### src/rtl/uart_tx.sv
// 8N1 UART transmitter. A one-byte holding register feeds the shift register,
// so a queued byte starts the instant the previous stop bit ends.
module uart_tx #(
    parameter int CLK_FREQ_HZ = 10_000_000,
    parameter int BAUD        = 115200
) (
    input  logic       CLK,
    input  logic       RESET,
    input  logic [7:0] tx_data,
    input  logic       tx_valid,
    output logic       tx_ready,
    output logic       busy,
    output logic       TXD,
    output logic [1:0] state_dbg
);

    // Handshake: a byte transfers on a rising CLK edge where tx_valid && tx_ready;
    // while tx_valid=1 and tx_ready=0 the source keeps tx_data stable and nothing moves.

    localparam int DIV   = CLK_FREQ_HZ / BAUD;
    localparam int CNT_W = (DIV > 2) ? $clog2(DIV) : 1;
    localparam logic [CNT_W-1:0] BAUD_LAST = CNT_W'(DIV - 1);

    generate
        if (DIV < 2) begin : g_div_check
            $error("uart_tx: CLK_FREQ_HZ/BAUD must be at least 2");
        end
    endgenerate

    typedef enum logic [1:0] {
        IDLE  = 2'd0,
        START = 2'd1,
        DATA  = 2'd2,
        STOP  = 2'd3
    } state_t;

    state_t           state_q, state_d;
    logic [CNT_W-1:0] baud_q, baud_d;
    logic [2:0]       bit_q, bit_d;
    logic [7:0]       shift_q, shift_d;
    logic [7:0]       hold_q, hold_d;
    logic             hold_full_q, hold_full_d;
    logic             txd_q, txd_d;
    logic             ready_q, ready_d;
    logic             busy_q, busy_d;

    logic             bit_end;
    logic             load_frame;
    logic             accept;

    always_comb begin
        state_d     = state_q;
        bit_d       = bit_q;
        shift_d     = shift_q;
        hold_d      = hold_q;
        hold_full_d = hold_full_q;
        txd_d       = txd_q;
        load_frame  = 1'b0;
        bit_end     = (baud_q == BAUD_LAST);
        baud_d      = bit_end ? '0 : baud_q + 1'b1;

        case (state_q)
            IDLE: begin
                baud_d = '0;
                txd_d  = 1'b1;
                if (hold_full_q) begin
                    load_frame = 1'b1;
                end
            end
            START: begin
                if (bit_end) begin
                    state_d = DATA;
                    bit_d   = 3'd0;
                    txd_d   = shift_q[0];
                end
            end
            DATA: begin
                if (bit_end) begin
                    if (bit_q == 3'd7) begin
                        state_d = STOP;
                        txd_d   = 1'b1;
                    end else begin
                        // Next bit comes from position 1 before the shift lands.
                        shift_d = {1'b0, shift_q[7:1]};
                        txd_d   = shift_q[1];
                        bit_d   = bit_q + 3'd1;
                    end
                end
            end
            STOP: begin
                if (bit_end) begin
                    if (hold_full_q) begin
                        load_frame = 1'b1;
                    end else begin
                        state_d = IDLE;
                        txd_d   = 1'b1;
                    end
                end
            end
            default: begin
                state_d = IDLE;
                txd_d   = 1'b1;
            end
        endcase

        if (load_frame) begin
            shift_d     = hold_q;
            hold_full_d = 1'b0;
            txd_d       = 1'b0;
            state_d     = START;
            baud_d      = '0;
        end

        // ready_q is low whenever hold is full, so accept never overlaps an unload.
        accept = tx_valid && ready_q;
        if (accept) begin
            hold_d      = tx_data;
            hold_full_d = 1'b1;
        end

        ready_d = !hold_full_d;
        busy_d  = (state_d != IDLE) || hold_full_d;
    end

    always_ff @(posedge CLK or posedge RESET) begin
        if (RESET) begin
            state_q     <= IDLE;
            baud_q      <= '0;
            bit_q       <= 3'd0;
            shift_q     <= 8'h00;
            hold_q      <= 8'h00;
            hold_full_q <= 1'b0;
            txd_q       <= 1'b1;
            ready_q     <= 1'b1;
            busy_q      <= 1'b0;
        end else begin
            state_q     <= state_d;
            baud_q      <= baud_d;
            bit_q       <= bit_d;
            shift_q     <= shift_d;
            hold_q      <= hold_d;
            hold_full_q <= hold_full_d;
            txd_q       <= txd_d;
            ready_q     <= ready_d;
            busy_q      <= busy_d;
        end
    end

    assign TXD       = txd_q;
    assign tx_ready  = ready_q;
    assign busy      = busy_q;
    assign state_dbg = state_q;

endmodule
### config.mk
export PLATFORM = sky130hd
export DESIGN_NAME = uart_tx
export DESIGN_NICKNAME = d
export VERILOG_FILES = /design/src/rtl/uart_tx.sv
export SDC_FILE = /design/constraint.sdc
export NUM_CORES = 1
export LEC_CHECK = 0
export BUFFER_PORTS_ARGS = -buffer_cell sky130_fd_sc_hd__buf_4
export CORE_UTILIZATION = 40
export CTS_BUF_LIST = sky130_fd_sc_hd__clkbuf_4
export DETAILED_ROUTE_END_ITERATION = 12
export MAX_ROUTING_LAYER = met4
export PLACE_DENSITY = 0.66
export SLEW_MARGIN = 20
export SYNTH_ARGS = -nofsm -noshare
export SYNTH_HDL_FRONTEND = slang
export SYNTH_SLANG_ARGS = --single-unit
### constraint.sdc
create_clock -name CLK -period 2.8 [get_ports CLK]
set_input_delay 0.56 -clock CLK [delete_from_list [all_inputs] [get_ports CLK]]
set_output_delay 0.56 -clock CLK [all_outputs]
set_load 0.01 [all_outputs]
==> impl_metrics.ini, run 1 <==
[sta]
tightest_slew_ns = 0.5316
finalCritPeriodShare_pct = 85.74
rsz0062_at_grt = no
setup_violations = 0
finalSetupTns_ns = 0
slew_headroom_pct = 64.29
hold_viol = 0
holdWs_ns = 0.2981
skew_ns = 0.006710
slew_viol_final = 0
fin_crit_ns = 2.401
max_freq_mhz = 416.5

[grt]
grt_pass1_vias = 1103
grt_start_max_net_pins = 33
grt_usage_pct = 15.48
grt_pass1_wl_um = 4919
antenna_found_initial = 0
grt_overflow = 0

[synthesis]
synth.distinct_cells = 40
ys_warn_count = 0
ys_seq_area_share_pct = 48.53
netlist_area_sq_mm = 0.001655
synth-edff-count = 0
synthCells = 139
avgSynthCellArea_sq_um = 11.91
synthFlopType = dfrtp_1
ys_seq_elements = 32
synthArstFlopShare_pct = 100.0
syn_nets = 159

[placement]
place_congestion = 0.8589
port-buffer-count = 15
hpwl_um = 2117
post-place-cells = 200

[floorplan]
coreArea_sq_mm = 0.004000
io_pins = 16
rows = 23
start_util_pct = 41.38
die-area_sq_mm = 0.004400
die_w_um = 66.33
die_h_um = 66.33

[clock_network]
tritoncts = yes
cts_max_path_buffers = 2
clk_latency_ns = 0.34
cts.sinks = 32
cts_setup_buffers = 0
h-tree-depth = 2
cts_buffers = 5
cts_resized = 0
cts_root_buf = clkbuf_4
hold_buffers = 0
clkTransAtPathRegs_ns = 0.10

[route]
via_per_inst = 5.269
wl_met1_um = 1304
drc = 0
drt-initial-drc-count = 64
wirelength_um = 2835
wl_per_cell_um = 13.63
topRoutingLayerUsed = met4
first_pass_iters = 4
vias = 1096
ant_nets = 0
wl_met3_um = 105
wl_met2_um = 1375

[finish]
fin_nets = 177
seq_area_sq_um = 803.3
multi_input_area_sq_um = 804.5
fin_cells = 208
fin_util_pct = 47.42
antenna_cells = 0
drive_gt1_share_pct = 29.11
synthToLayoutAreaGrowth_pct = 14.59
fill_cells = 378

[worst_setup_path]
timing.rr.end = shift_q[6]
crit_type = reg -> reg
arrival_ns = 2.62
cp.required_ns = 3.02
reg2reg_depth = 6
rr_startpoint = state_dbg[0]
endpoint_kind = flip-flop
crit_chain = inv_1, ha_1, inv_1, nor4_4, mux2_2, mux2_1
crit_path_frequent_cell = inv_1
rrSetupSlack_ns = 0.40
cp_num_cells = 6
cp.buffers_inverters = 2
crit_family = multiplexers
start_kind = flip-flop
cpMaxStageDelayCell = nor4_4
cp_slowest_stage_delay_ns = 0.53
crit_fanout = 9

[power]
leakage_nw = 0.8969
ir_drop_v = 0.0002141
power_density_mw_per_mm2 = 505.7
fin_total_pwr_w = 0.0009592

[run]
drv_cap = 0

[min_path]
hp-class = in -> async

[run_status]
status = finished, final reports clean
worst max-delay path by stage:
stage                            start         end
after floorplan               bit_q[0]  shift_q[0]
after global placement    state_dbg[0]  shift_q[5]
after detailed placement  state_dbg[0]  shift_q[6]
after CTS                 state_dbg[0]  shift_q[6]
after global routing      state_dbg[0]  shift_q[4]
final                     state_dbg[0]  shift_q[6]
per-stage QoR:
stage          cell area [sq um]  setup WS [ns]
4_1_cts                     1897         0.3976
5_1_grt                     1897         0.2575
2_1_floorplan               1655         0.6245
6_report                    1897         0.3993
3_5_place_dp                1817         0.4148
3_3_place_gp                1817         0.5017
power by group:
part / internal, W / switching (W)
combinational: 0.0000454 / 0.0000257
sequential: 0.000507 / 0.0000230
clock: 0.000197 / 0.000161
layout make-up:
type / instances / share of cell area, %
multi-input combinational: 96 / 42.41
tap: 50 / 3.298
clock inverter: 2 / 1.847
inverter: 5 / 0.9894
clock buffer: 6 / 2.375
timing repair buffer: 17 / 6.728
sequential: 32 / 42.35
logic make-up after synthesis:
group | after synthesis | synth area share, %
AOI/OAI and AO/OA | 19 | 8.013
xor gates and xnor gates | 5 | 2.646
adders and majority gates | 9 | 6.803
buffers and inverters | 11 | 2.872
DFF | 32 | 48.53
muxes | 24 | 16.25
and+or+nand+nor | 39 | 14.89
cells in the final DEF, fill, tap and decap left out, types with 3 or more instances in the layout:
cell      Yosys  layout
dfrtp_1      30      30
buf_4         1      17
mux2_2       16      16
nor3_1        9       9
ha_1          9       9
mux2_1        7       7
o21ai_0       6       6
nand2_1       6       6
clkbuf_4      0       6
inv_1         5       5
nor2b_1       4       4
nand3_1       4       4
and3_1        3       3
nor2_1        3       3
xnor2_1       3       3
per-layer routing:
| metal | track usage, % | vias to the layer above |
|---|---|---|
| met2 | 24.36 | 25 |
| met4 | 6.649 | 0 |
| met5 | - | - |
| li1 | - | 532 |
| met3 | 4.655 | 7 |
| met1 | 18.35 | 532 |
registers in the layout, summed over array words and instances, names as in the netlist:
name and cells:
bit_q 3, state_dbg 2, hold_full_q 1, baud_q 7, tx_ready 1, shift_q 8
busy 1, TXD 1, hold_q 8
cells in the mapped netlist (all sizes together), types with 2 or more instances:
| library cell | n | area, sq um |
|---|---|---|
| nand3 | 4 | 20.02 |
| xor2 | 2 | 17.52 |
| a21oi | 2 | 10.01 |
| nand2 | 6 | 22.52 |
| buf | 3 | 16.26 |
| xnor2 | 3 | 26.28 |
| dfrtp | 30 | 750.7 |
| o21ai | 6 | 30.03 |
| nor2b | 4 | 25.02 |
| nor3 | 9 | 45.04 |
| and3 | 3 | 18.77 |
| inv | 5 | 18.77 |
| nand2b | 2 | 12.51 |
| dfstp | 2 | 52.55 |
| a22o | 2 | 17.52 |
| mux2 | 23 | 259.0 |
| nor2 | 3 | 11.26 |
| clkbuf | 3 | 12.51 |
| a211oi | 2 | 15.01 |
| ha | 9 | 112.6 |
tightest hold or removal path: stages:
cell   delay (ns)
buf_4        0.10
inv_1        0.04
buf_4        0.35
(Power assumes the default switching activity.)
==> run 2, diff against run 1 <==
--- a/config.mk
+++ b/config.mk
@@ -6,11 +6,13 @@
 export NUM_CORES = 1
 export LEC_CHECK = 0
 export BUFFER_PORTS_ARGS = -buffer_cell sky130_fd_sc_hd__buf_4
+export CELL_PAD_IN_SITES_DETAIL_PLACEMENT = 1
+export CELL_PAD_IN_SITES_GLOBAL_PLACEMENT = 1
 export CORE_UTILIZATION = 40
 export CTS_BUF_LIST = sky130_fd_sc_hd__clkbuf_4
 export DETAILED_ROUTE_END_ITERATION = 12
 export MAX_ROUTING_LAYER = met4
-export PLACE_DENSITY = 0.66
+export PLACE_DENSITY = 0.76
 export SLEW_MARGIN = 20
 export SYNTH_ARGS = -nofsm -noshare
 export SYNTH_HDL_FRONTEND = slang
==> impl_metrics.ini, run 2 (synthesis results as in run 1) <==
[run_status]
status = finished, final reports clean

[clock_network]
cts_resized = 0
tritoncts = yes
hold_buffers = 0
cts.sinks = 32
h-tree-depth = 2
clkTransAtPathRegs_ns = 0.11
cts_max_path_buffers = 2
clk_latency_ns = 0.33
cts_setup_buffers = 0
cts_root_buf = clkbuf_4
cts_buffers = 5

[sta]
rsz0062_at_grt = no
slew_headroom_pct = 64.74
setup_violations = 0
hold_viol = 0
finalSetupTns_ns = 0
max_freq_mhz = 419.9
finalCritPeriodShare_pct = 85.05
layout_setup_ws_ns = 0.4187
slew_viol_final = 0
skew_ns = 0.01378
tightest_slew_ns = 0.5270
fin_crit_ns = 2.381

[route]
drc = 0
first_pass_iters = 4
ant_nets = 0
drt-initial-drc-count = 51
vias = 1140
via_per_inst = 5.455
wirelength_um = 3252
wl_per_cell_um = 15.56

[floorplan]
die_h_um = 66.33
start_util_pct = 41.38
die_w_um = 66.33
rows = 23
die-area_sq_mm = 0.004400
coreArea_sq_mm = 0.004000
io_pins = 16

[finish]
fin_nets = 178
mostFrequentLayoutCells = 30 x dfrtp_1, 18 x buf_4, 16 x mux2_2, 9 x nor3_1, 9 x ha_1
fin_util_pct = 47.01
fin_cells = 209
drive_gt1_share_pct = 28.93
top_regs = hold_q (8), shift_q (8), baud_q (7)
synthToLayoutAreaGrowth_pct = 13.61
final_common_cell = dfrtp_1
fill_cells = 428
antenna_cells = 0

[worst_setup_path]
endpoint_kind = flip-flop
cpMaxStageDelayCell = nor4_4
crit_fanout = 9
start_kind = flip-flop
cp.required_ns = 3.01
arrival_ns = 2.59
rr_startpoint = state_dbg[0]
startpoint = state_dbg[0]
crit_chain = inv_1, ha_1, inv_1, nor4_4, mux2_2, mux2_1
crit_type = reg -> reg
cp_slowest_stage_delay_ns = 0.50
crit_path_frequent_cell = inv_1

[grt]
grt_pass1_wl_um = 5630
grt-busiest-layer = met2
grt_use_met3_pct = 4.483
grt_overflow = 0
grt_usage_pct = 17.78
grt_pass1_vias = 1166
grtUsageMet1_pct = 21.52
antenna_found_initial = 0
grt_use_met2_pct = 28.70
grt_start_max_net_pins = 33

[power]
combPwrFrac_pct = 8.0
power_density_mw_per_mm2 = 463.2
p_seq_share_pct = 61.0
clockPowerShare_pct = 31.0
p_sw_share_pct = 23.23
p_sw_w = 0.0002024
ir_drop_v = 0.0005100
p_int_w = 0.0006688
leakage_nw = 0.8905

[placement]
place_ws_ns = 0.4272
place_congestion = 0.8052
post-place-cells = 201
hpwl_um = 2423
port-buffer-count = 15

[run]
drv_cap = 0

[min_path]
hp-class = in -> async
## run 2: worst paths after layout
path                              end  slack, ns  cells after the start
setup reg to reg           shift_q[3]       0.42                      6
setup / recovery           shift_q[3]       0.42                      6
min in group CLK            hold_q[3]       0.46                      2
max in group asynchronous         TXD       2.15                      3
hold reg to reg             baud_q[0]       0.50                      1
hold / removal              baud_q[3]       0.30                      3
## run 2: power by group through the flow
| stage | Clock (W) | Sequential, W | Combinational (W) |
|---|---|---|---|
| finish | 0.000270 | 0.000531 | 0.0000701 |
| CTS | 0.000278 | 0.000532 | 0.0000724 |
| floorplan | 0 | 0.000531 | 0.0000508 |
| detailed placement | 0 | 0.000541 | 0.0000724 |
| global route | 0.000298 | 0.000539 | 0.0000788 |
| global placement | 0 | 0.000539 | 0.0000690 |
## run 2: final cells by class
type | count | area [sq um] | share of cell area, %
multi-input cells | 96 | 804.5 | 42.78
flip-flops and latches | 32 | 803.3 | 42.71
repair buffers | 18 | 135.1 | 7.186
well taps | 50 | 62.56 | 3.327
clock buffers | 7 | 52.55 | 2.794
inverters | 5 | 18.77 | 0.9980
clock inverters | 1 | 3.754 | 0.1996
## run 2: critical path, delay by kind of cell (launching register included)
family	cells	cell delay [ns]
mux	2	0.68
flops	1	0.44
simple gates	1	0.50
buf+inv	2	0.29
fa+ha+maj	1	0.36
## run 2: stage by stage
step	hold WS [ns]	power, W	area [sq um]
after floorplan	0.4585	0.0005822	1655
after global routing	0.3485	0.0009163	1881
after CTS	0.3168	0.0008822	1881
after global placement	0.4714	0.0006080	1824
final	0.3011	0.0008712	1881
after detailed placement	0.4820	0.0006133	1824
## run 2: per-layer routing
metal / up-vias / part of all wire, %
met5: - / 0
met4: 0 / 1.7
met3: 6 / 3.2
met2: 18 / 51
met1: 580 / 45
li1: 536 / -
==> run 3, diff against run 2 <==
--- a/config.mk
+++ b/config.mk
@@ -12,7 +12,8 @@
 export CTS_BUF_LIST = sky130_fd_sc_hd__clkbuf_4
 export DETAILED_ROUTE_END_ITERATION = 12
 export MAX_ROUTING_LAYER = met4
-export PLACE_DENSITY = 0.76
+export PLACE_DENSITY = 0.79
+export SKIP_LAST_GASP = 1
 export SLEW_MARGIN = 20
 export SYNTH_ARGS = -nofsm -noshare
 export SYNTH_HDL_FRONTEND = slang
==> constraint.sdc (replaced) <==
create_clock -name CLK -period 2.1 [get_ports CLK]
set_input_delay 0.42 -clock CLK [delete_from_list [all_inputs] [get_ports CLK]]
set_output_delay 0.42 -clock CLK [all_outputs]
set_load 0.01 [all_outputs]
==> impl_metrics.ini, run 3 (synthesis results as in run 1) <==
[power]
leakage_nw = 0.9218
fin_total_pwr_w = 0.001291
power_density_mw_per_mm2 = 658.7
ir_drop_v = 0.0003560

[clock_network]
clk_latency_ns = 0.36
cts_root_buf = clkbuf_4
clkTransAtPathRegs_ns = 0.11
cts_max_path_buffers = 2
cts.sinks = 32
tritoncts = yes
h-tree-depth = 2
cts_buffers = 5

[finish]
mostFrequentLayoutCells = 28 x dfrtp_1, 24 x buf_4, 16 x mux2_2, 9 x nor3_1, 9 x ha_1
final_common_cell = dfrtp_1
drive_gt1_share_pct = 35.15
fin_nets = 184
antenna_cells = 0
synthToLayoutAreaGrowth_pct = 18.44
fin_cells = 215
top_regs = hold_q (8), shift_q (8), baud_q (7)

[sta]
tightest_slew_ns = 0.4195
slew_viol_final = 0
setup_violations = 0
skew_ns = 0.01499
max_freq_mhz = 491.0
finalCritPeriodShare_pct = 96.98
hold_viol = 0
rsz0062_at_grt = yes
slew_headroom_pct = 71.74
fin_crit_ns = 2.037

[run]
drv_cap = 0

[worst_setup_path]
arrival_ns = 2.28
crit_type = reg -> reg
cpMaxStageDelayCell = dfrtp_1
crit_fanout = 8
crit_chain = ha_1, ha_1, nor4_4, buf_4, mux2_2, mux2_1
startpoint = bit_q[0]
endpoint_kind = flip-flop
crit_path_frequent_cell = ha_1
start_kind = flip-flop
rr_startpoint = bit_q[0]
cp_slowest_stage_delay_ns = 0.44
cp.required_ns = 2.34

[grt]
grt-busiest-layer = met2
grt_use_met3_pct = 6.724
grt_pass1_vias = 1179
grt_usage_pct = 17.97
antenna_found_initial = 0
grt_use_met2_pct = 28.19
grtUsageMet1_pct = 21.41
grt_overflow = 0
grt_start_max_net_pins = 33
grt_pass1_wl_um = 5582

[route]
drc = 0
via_per_inst = 5.395
wirelength_um = 3457
vias = 1160
drt-initial-drc-count = 71
first_pass_iters = 2
ant_nets = 0
wl_per_cell_um = 16.08

[min_path]
hp-class = in -> async

[floorplan]
coreArea_sq_mm = 0.004000
rows = 23
start_util_pct = 41.38
die_h_um = 66.33
die_w_um = 66.33
die-area_sq_mm = 0.004400
io_pins = 16

[placement]
hpwl_um = 2459
place_congestion = 0.8957
post-place-cells = 205
port-buffer-count = 15

[run_status]
status = finished, final reports clean
[run 3: final timing paths]
| kind | endpoint | slack, ns | cells past startpoint |
|---|---|---|---|
| setup / recovery | shift_q[6] | 0.06 | 6 |
| hold / removal | hold_q[6] | 0.14 | 3 |
| setup reg to reg | shift_q[6] | 0.06 | 6 |
| hold reg to reg | shift_q[3] | 0.50 | 1 |
| max in group asynchronous | TXD | 1.63 | 3 |
| min in group CLK | hold_q[1] | 0.28 | 2 |
[run 3: area by class of cell]
class	instances	area [sq um]
sequential	32	805.8
multi-input combinational	96	813.3
fill	422	2039
timing repair buffer	24	180.2
inverter	5	18.77
tap	50	62.56
clock inverter	3	42.54
clock buffer	5	37.54
[run 3: timing repair]
item / in CTS / in global routing
resized for setup: 0 / 3
buffers inserted: 0 / 2
endpoints found under the hold margin: 0 / 0
hold buffers: 0 / 0
endpoints found under the setup margin: 0 / 3
[run 3: critical path, delay by kind of cell (launching register included)]
kind,cells,cell delay (ns)
DFF,1,0.44
buffers and inverters,1,0.20
and+or+nand+nor,1,0.15
muxes,2,0.61
adders and majority gates,2,0.51
[run 3: stage by stage]
step	util, %	hold WS, ns	setup TNS [ns]	setup WS, ns	area (sq um)
2_1_floorplan	-	0.4585	0	0.01031	1659
3_3_place_gp	46.39	0.4697	0	0.08882	1856
3_5_place_dp	46.39	0.4788	0	0.03540	1856
4_1_cts	48.39	0.1406	0	0.02889	1936
5_1_grt	49.01	0.1672	-0.01622	-0.01506	1961
6_report	49.01	0.1370	0	0.06338	1961
[run 3: where the power goes]
group / total, W / internal (W) / switching (W)
clock network: 0.000489 / 0.000248 / 0.000241
registers: 0.000709 / 0.000677 / 0.0000321
logic: 0.0000939 / 0.0000605 / 0.0000334
[run 3: layer usage]
| metal | up-vias | part of all wire, % |
|---|---|---|
| li1 | 546 | - |
| met5 | - | 0 |
| met4 | 0 | 1.7 |
| met2 | 19 | 50 |
| met3 | 5 | 3.0 |
| met1 | 590 | 45 |
